### config.mk
export PLATFORM = sky130hd
export DESIGN_NAME = lfsr_arb_ctrl_flat
export DESIGN_NICKNAME = d
export VERILOG_FILES = /design/src/rtl/lfsr_arb_ctrl_if.sv /design/src/rtl/lfsr_arb_ctrl.sv /design/src/flat_wrapper.sv
export SDC_FILE = /design/constraint.sdc
export NUM_CORES = 1
export LEC_CHECK = 0
export ABC_AREA = 0
export CORE_ASPECT_RATIO = 1.25
export CORE_MARGIN = 4
export CORE_UTILIZATION = 45
export DETAILED_ROUTE_END_ITERATION = 12
export PLACE_DENSITY = 0.83
export SLEW_MARGIN = 20
export SYNTH_ARGS = -nofsm -noshare
export SYNTH_HDL_FRONTEND = slang
export SYNTH_SLANG_ARGS = --single-unit
### constraint.sdc
create_clock -name clk -period 2.04 [get_ports clk]
set_input_delay 0.204 -clock clk [delete_from_list [all_inputs] [get_ports clk]]
set_output_delay 0.204 -clock clk [all_outputs]
set_load 0.02 [all_outputs]
### src/rtl/lfsr_arb_ctrl_if.sv
// Request/grant and output-word bundle for the LFSR arbiter.
// The master drives requests and seeds; the slave (the arbiter) returns grants and words.
interface lfsr_arb_ctrl_if;
    logic [1:0] req;
    logic [3:0] len0;
    logic [3:0] len1;
    logic       seed_ld;
    logic [3:0] seed;
    logic [1:0] grant;
    logic       busy;
    logic       out_valid;
    logic [3:0] out_data;
    logic [1:0] done;

    modport master (
        output req, len0, len1, seed_ld, seed,
        input  grant, busy, out_valid, out_data, done
    );

    modport slave (
        input  req, len0, len1, seed_ld, seed,
        output grant, busy, out_valid, out_data, done
    );
endinterface

### src/rtl/lfsr_arb_ctrl.sv
// Two-requester round-robin arbiter that lends one shared 4-bit Fibonacci LFSR
// to the winner for a burst of len words (len 0 = 16 words).
module lfsr_arb_ctrl (
    input  logic           clk,
    input  logic           rst,
    lfsr_arb_ctrl_if.slave bus
);

    typedef enum logic [1:0] {StIdle, StRun, StDone} state_t;

    state_t     state_q, state_d;
    logic [3:0] lfsr_q, lfsr_d;
    logic [4:0] cnt_q, cnt_d;
    logic [1:0] owner_q, owner_d;
    // prio_q = 1 means requester 1 wins a tie.
    logic       prio_q, prio_d;

    logic       win1;
    logic [3:0] win_len;
    logic [3:0] lfsr_step;

    assign win1      = bus.req[1] && (!bus.req[0] || prio_q);
    assign win_len   = win1 ? bus.len1 : bus.len0;
    assign lfsr_step = {lfsr_q[3] ^ lfsr_q[0], lfsr_q[3:1]};

    always_comb begin
        state_d = state_q;
        lfsr_d  = lfsr_q;
        cnt_d   = cnt_q;
        owner_d = owner_q;
        prio_d  = prio_q;
        unique case (state_q)
            StIdle: begin
                // An all-zero seed would lock the LFSR, so substitute 1000.
                if (bus.seed_ld) begin
                    lfsr_d = (bus.seed == 4'b0000) ? 4'b1000 : bus.seed;
                end
                if (|bus.req) begin
                    owner_d = win1 ? 2'b10 : 2'b01;
                    cnt_d   = {(win_len == 4'd0), win_len};
                    prio_d  = !win1;
                    state_d = StRun;
                end
            end
            StRun: begin
                lfsr_d = lfsr_step;
                cnt_d  = cnt_q - 5'd1;
                if (cnt_q == 5'd1) begin
                    state_d = StDone;
                end
            end
            StDone: begin
                state_d = StIdle;
            end
            default: begin
                state_d = StIdle;
            end
        endcase
    end

    always_ff @(posedge clk) begin
        if (rst) begin
            state_q <= StIdle;
            lfsr_q  <= 4'b1000;
            cnt_q   <= 5'd0;
            owner_q <= 2'b00;
            prio_q  <= 1'b0;
        end else begin
            state_q <= state_d;
            lfsr_q  <= lfsr_d;
            cnt_q   <= cnt_d;
            owner_q <= owner_d;
            prio_q  <= prio_d;
        end
    end

    assign bus.grant     = (state_q == StRun) ? owner_q : 2'b00;
    assign bus.busy      = (state_q == StRun) || (state_q == StDone);
    assign bus.out_valid = (state_q == StRun);
    assign bus.out_data  = lfsr_q;
    assign bus.done      = (state_q == StDone) ? owner_q : 2'b00;

endmodule

### src/flat_wrapper.sv
// flat-port wrapper written by rule: the top's interface ports become plain ports
module lfsr_arb_ctrl_flat 
  (clk, rst, bus_req, bus_len0, bus_len1, bus_seed_ld, bus_seed, bus_grant, bus_busy, bus_out_valid, bus_out_data, bus_done);
  lfsr_arb_ctrl_if bus_i ();
  input  logic clk;
  input  logic rst;
  input wire logic [$bits(bus_i.req)-1:0] bus_req;
  input wire logic [$bits(bus_i.len0)-1:0] bus_len0;
  input wire logic [$bits(bus_i.len1)-1:0] bus_len1;
  input wire logic [$bits(bus_i.seed_ld)-1:0] bus_seed_ld;
  input wire logic [$bits(bus_i.seed)-1:0] bus_seed;
  output wire logic [$bits(bus_i.grant)-1:0] bus_grant;
  output wire logic [$bits(bus_i.busy)-1:0] bus_busy;
  output wire logic [$bits(bus_i.out_valid)-1:0] bus_out_valid;
  output wire logic [$bits(bus_i.out_data)-1:0] bus_out_data;
  output wire logic [$bits(bus_i.done)-1:0] bus_done;
  assign bus_i.req = bus_req;
  assign bus_i.len0 = bus_len0;
  assign bus_i.len1 = bus_len1;
  assign bus_i.seed_ld = bus_seed_ld;
  assign bus_i.seed = bus_seed;
  assign bus_grant = bus_i.grant;
  assign bus_busy = bus_i.busy;
  assign bus_out_valid = bus_i.out_valid;
  assign bus_out_data = bus_i.out_data;
  assign bus_done = bus_i.done;
  lfsr_arb_ctrl u_core (.clk(clk), .rst(rst), .bus(bus_i));
endmodule
# == Word-level counts from Yosys, hierarchy flattened ==
# Index checks and enable logic that the tools add are counted.
# classes
n_addsub,1
eq_ne,6
n_mux,12
bitwise_logic,1
n_reduce_logical,14
# ops
operator,n
$mux 4,3
$mux 2,5
$pmux 5 s2,1
$logic_not 4->1,2
$pmux 4 s2,1
$reduce_and 2->1,4
$eq 5x1->1 const B,1
$mux 5,1
$sub 5x1->5 const B,1
$ne 2x1->1 const B,2
$pmux 2 s2,1
$eq 2x1->1 const B,1
$eq 2x2->1 const B,1
$logic_not 1->1,2
$logic_not 2->1,1
$logic_or 1x1->1,2
$ne 2x2->1 const B,1
$reduce_bool 2->1,1
$reduce_or 2->1,1
$logic_and 1x1->1,1
$xor 1x1->1,1
# totals
reg_bits,14
word_cells,39

# == Longest topological paths before layout ==
# depth
word_depth,7
depth_mapped,8
ltp_nobuf,6

# == Least setup slack after synthesis ==
# No wires, ideal clock.
# synth_timing
path_kind,register -> register
from,reg u_core.state_q[1]
to,reg u_core.lfsr_q[3] (netlist: u_core.bus.out_data[3])
setup_time_ns,0.123
t_arrival_ns,1.550
required_ns,1.917
path_slack_ns,0.367
stages_incl_launch_ff,7
path_buffers,0
period_less_slack_ns,1.673
path_cell_list,dfxtp_1 inv_1 ha_1 mux2_1 a21oi_1 a21oi_1 or2_2
# synth_via
elab_chain_cells,3
# synth_lines
element,line,source
"start, declared",lfsr_arb_ctrl.sv:11,"state_t state_q, state_d;"
"start signal, assigned",lfsr_arb_ctrl.sv:63,state_q <= StIdle;
"start signal, assigned",lfsr_arb_ctrl.sv:69,state_q <= state_d;
$eq 2x1->1 *,--,
named net bus_out_valid,flat_wrapper.sv:14,output wire logic [$bits(bus_i.out_valid)-1:0] bus_out_valid;
$reduce_bool 2->1 (no line),--,
$reduce_and 2->1 (no line),--,
"end signal, assigned",lfsr_arb_ctrl.sv:70,lfsr_q <= lfsr_d;
"end, declared",lfsr_arb_ctrl.sv:12,"logic [3:0] lfsr_q, lfsr_d;"
# Mark *: on every way through the listed nets, which the timed path passes. The rest lies on a longest branch.
# A chain may end at the register's enable or synchronous reset.

# == Final worst setup path ==
# layout_timing
from,reg u_core.state_q[1]
to,out bus_grant[0]
# layout_via
elab_chain_cells,2
# layout_lines
element,line,source
$eq 2x1->1,lfsr_arb_ctrl.sv:77,assign bus.grant = (state_q == StRun) ? owner_q : 2'b00;
$mux 2,lfsr_arb_ctrl.sv:77,
"end, declared",flat_wrapper.sv:12,output wire logic [$bits(bus_i.grant)-1:0] bus_grant;
# Every way passes these cells.

==> flow_metrics.tcl <==
set metrics [dict create \
    outcome "finished, final reports clean" \
    routed-via-count 866 \
    cts_buffers 3 \
    tightest_slew_ns 0.340 \
    rsz0062_at_grt "false" \
    cts_buffer_depth 2 \
    yosysMostFrequentCell "dfxtp_1" \
    cts.sinks 13 \
    clockPowerShare 0.115 \
    htree_levels 1 \
    p_leak_nw 0.457 \
    start_util 0.480 \
    antenna_found_initial 0 \
    cts_tree "built" \
    synth_ff_type "dfxtp_1" \
    synth_area_leaders "dfxtp_1, mux2i_1, ha_1" \
    criticalPathCategory "reg2out" \
    grt_util_met2 0.293 \
    crit_fanout 5 \
    grt_use_met3 0.0473 \
    dpl_cell_area_mm2 0.00114 \
    crit_required_ns 1.84 \
    firstDrtPassIters 4 \
    grt_use_total 0.177 \
    grt_pass1_wl_um 3650 \
    synth_area_per_cell_um2 8.58 \
    drive_gt1_frac 0.108 \
    report.final.setup_viol 0 \
    cp-end-kind "primary output" \
    cts_resized 0 \
    use_met1 0.208 \
    hold_violations 0 \
    rows 17 \
    wirelength_um 2200 \
    async_reset_ff_frac 0 \
    drc 0 \
    multi_input_area_um2 549 \
    routabilityCongestion 0.886 \
    swShare 0.431 \
    maxCapViolations 0 \
    gr-max-usage-layer "met2" \
    fin_area_mm2 0.00117 \
    die_y_um 57.1 \
    register_area_um2 260 \
    area_delta_synth_final_pct 34.8 \
    diodes 0 \
    min_period_over_period 0.948 \
    switching_power_w 0.000615 \
    hp-class "reg2reg" \
    clkTransAtPathRegs_ns 0.09 \
    intPower_w 0.000810 \
    grt_pass1_vias 890 \
    ys_warn_count 0 \
    max-vdd-ir-drop_v 0.000707 \
    worst_setup_path_start_kind "register" \
    cellPowerDensity_mw_per_mm2 1220 \
    final_max_slew_viol_count 0 \
    yosys.area.top_type_share 0.300 \
    seqPwrFrac 0.299 \
    synth_seq_cells 13 \
    pwr-share-comb 0.586 \
    yosys.area.top_type "dfxtp_1" \
    hpwlAfterDp_um 1790 \
    clockRootBuffer "clkbuf_4" \
    synth_cells 101 \
    synth_nets 123 \
    fill_cells 143 \
    ys_seq_area_frac 0.300 \
    critPathArrivalTime_ns 1.73 \
    grt_start_max_net_pins 14 \
    core_area_mm2 0.00181 \
    first_iter_violations 20 \
    drtAntennaViolNets 0 \
    synth_area_um2 867 \
    synth_edf_count 0 \
    dieArea_mm2 0.00270 \
    boundaryPins 27 \
    period_minus_slack_ns 1.93 \
    setup_tns_ns 0 \
    clock_latency_ns 0.27 \
    clock.fmax_mhz 517 \
    finalNetCount 153 \
    cts_setup_buffers 0 \
    slew_headroom 0.773 \
    port_buffers 26 \
    hold_buffers 0 \
    die_w_um 47.3 \
    yosysUniqueCellTypes 39 \
    ys_top_cells_by_count "dfxtp_1, inv_1, mux2i_1, nor2_1" \
    grt.overflow.total 0 \
    via_per_inst 5.81 \
    wl_per_cell_um 14.8 \
    clock_skew_ns 0.00752 \
]
==> final cells by class <==
| cell class | count | area share |
|---|---|---|
| Multi-Input combinational cell | 77 | 0.470 |
| Inverter | 7 | 0.0225 |
| Timing Repair Buffer | 29 | 0.242 |
| Clock buffer | 4 | 0.0225 |
| Sequential cell | 13 | 0.223 |
| Tap cell | 19 | 0.0203 |
==> registers in the layout (all words and copies together) (netlist names) <==
signal,count
u_core.state_q,2
u_core.owner_q,2
u_core.bus.out_data,4
u_core.cnt_q,5
==> layout by cell type (no fill, tap or decap), types with 2 or more instances in the layout <==
master           synthesis  final
buf_4                    0      3
ha_1                     5      5
and2_1                   4      4
inv_1                    7      7
o21ai_0                  2      2
clkbuf_4                 0      3
nand2_1                  6      6
and3_2                   2      2
a211oi_1                 5      5
dfxtp_1                 13     13
o211ai_1                 2      2
nor4_1                   2      2
nand2b_1                 3      3
clkdlybuf4s50_1          0     26
nor3_1                   3      3
a21oi_1                  6      6
mux2i_1                  7      7
nor2_1                   7      7
nand3_1                  3      3
==> kinds of logic after synthesis <==
family,Yosys count,share of synthesized area
and+or+nand+nor,37,0.235
AOI/OAI and AO/OA,26,0.219
DFF,13,0.300
buffers and inverters,11,0.0664
muxes,9,0.107
adders and majority gates,5,0.0722
==> power by group through the flow <==
stage                     clock [W]  combinational (W)  sequential (W)
final                      0.000163           0.000835        0.000426
after global routing       0.000174           0.000913        0.000438
after CTS                  0.000164           0.000833        0.000424
after detailed placement          0           0.000828        0.000429
after global placement            0           0.000813        0.000427
after floorplan                   0           0.000577        0.000444
==> metal layers <==
metal,routed length [µm],vias up,part of all wire
met1,925,395,0.42
met2,1110,40,0.51
met3,151,2,0.069
li1,-,429,-
met4,12,0,0.0054
met5,0,-,0
==> critical path, cell delays in order, from the launching register on <==
cell and delay (ns):
dfxtp_1 0.34, inv_1 0.09, ha_1 0.25, and2_1 0.16, clkdlybuf4s50_1 0.61
==> worst paths after layout <==
path / slack [ns] / from / depth (start not counted) / end
max: 0.11 / u_core.state_q[1]$_SDFFE_PP0P_ / 4 / bus_grant[0]
min: 0.52 / u_core.bus.out_data[1]$_SDFFE_PP0P_ / 2 / u_core.bus.out_data[1]$_SDFFE_PP0P_
max reg2reg: 0.19 / u_core.state_q[1]$_SDFFE_PP0P_ / 6 / u_core.bus.out_data[3]$_SDFFE_PP1P_
min reg2reg: 0.52 / u_core.bus.out_data[1]$_SDFFE_PP0P_ / 2 / u_core.bus.out_data[1]$_SDFFE_PP0P_
==> per-stage QoR <==
step           hold WS [ns]  total power, W  std cells  setup slack (ns)   util
6_report              0.524         0.00142        149             0.107  0.646
5_1_grt               0.561         0.00153        149            0.0259  0.646
4_1_cts               0.519         0.00142        149             0.117  0.646
3_5_place_dp          0.491         0.00126        145             0.227  0.632
3_3_place_gp          0.493         0.00124        145             0.277  0.632
2_1_floorplan         0.323         0.00102        101             0.367      -
Power figures use the tool's default switching activity.
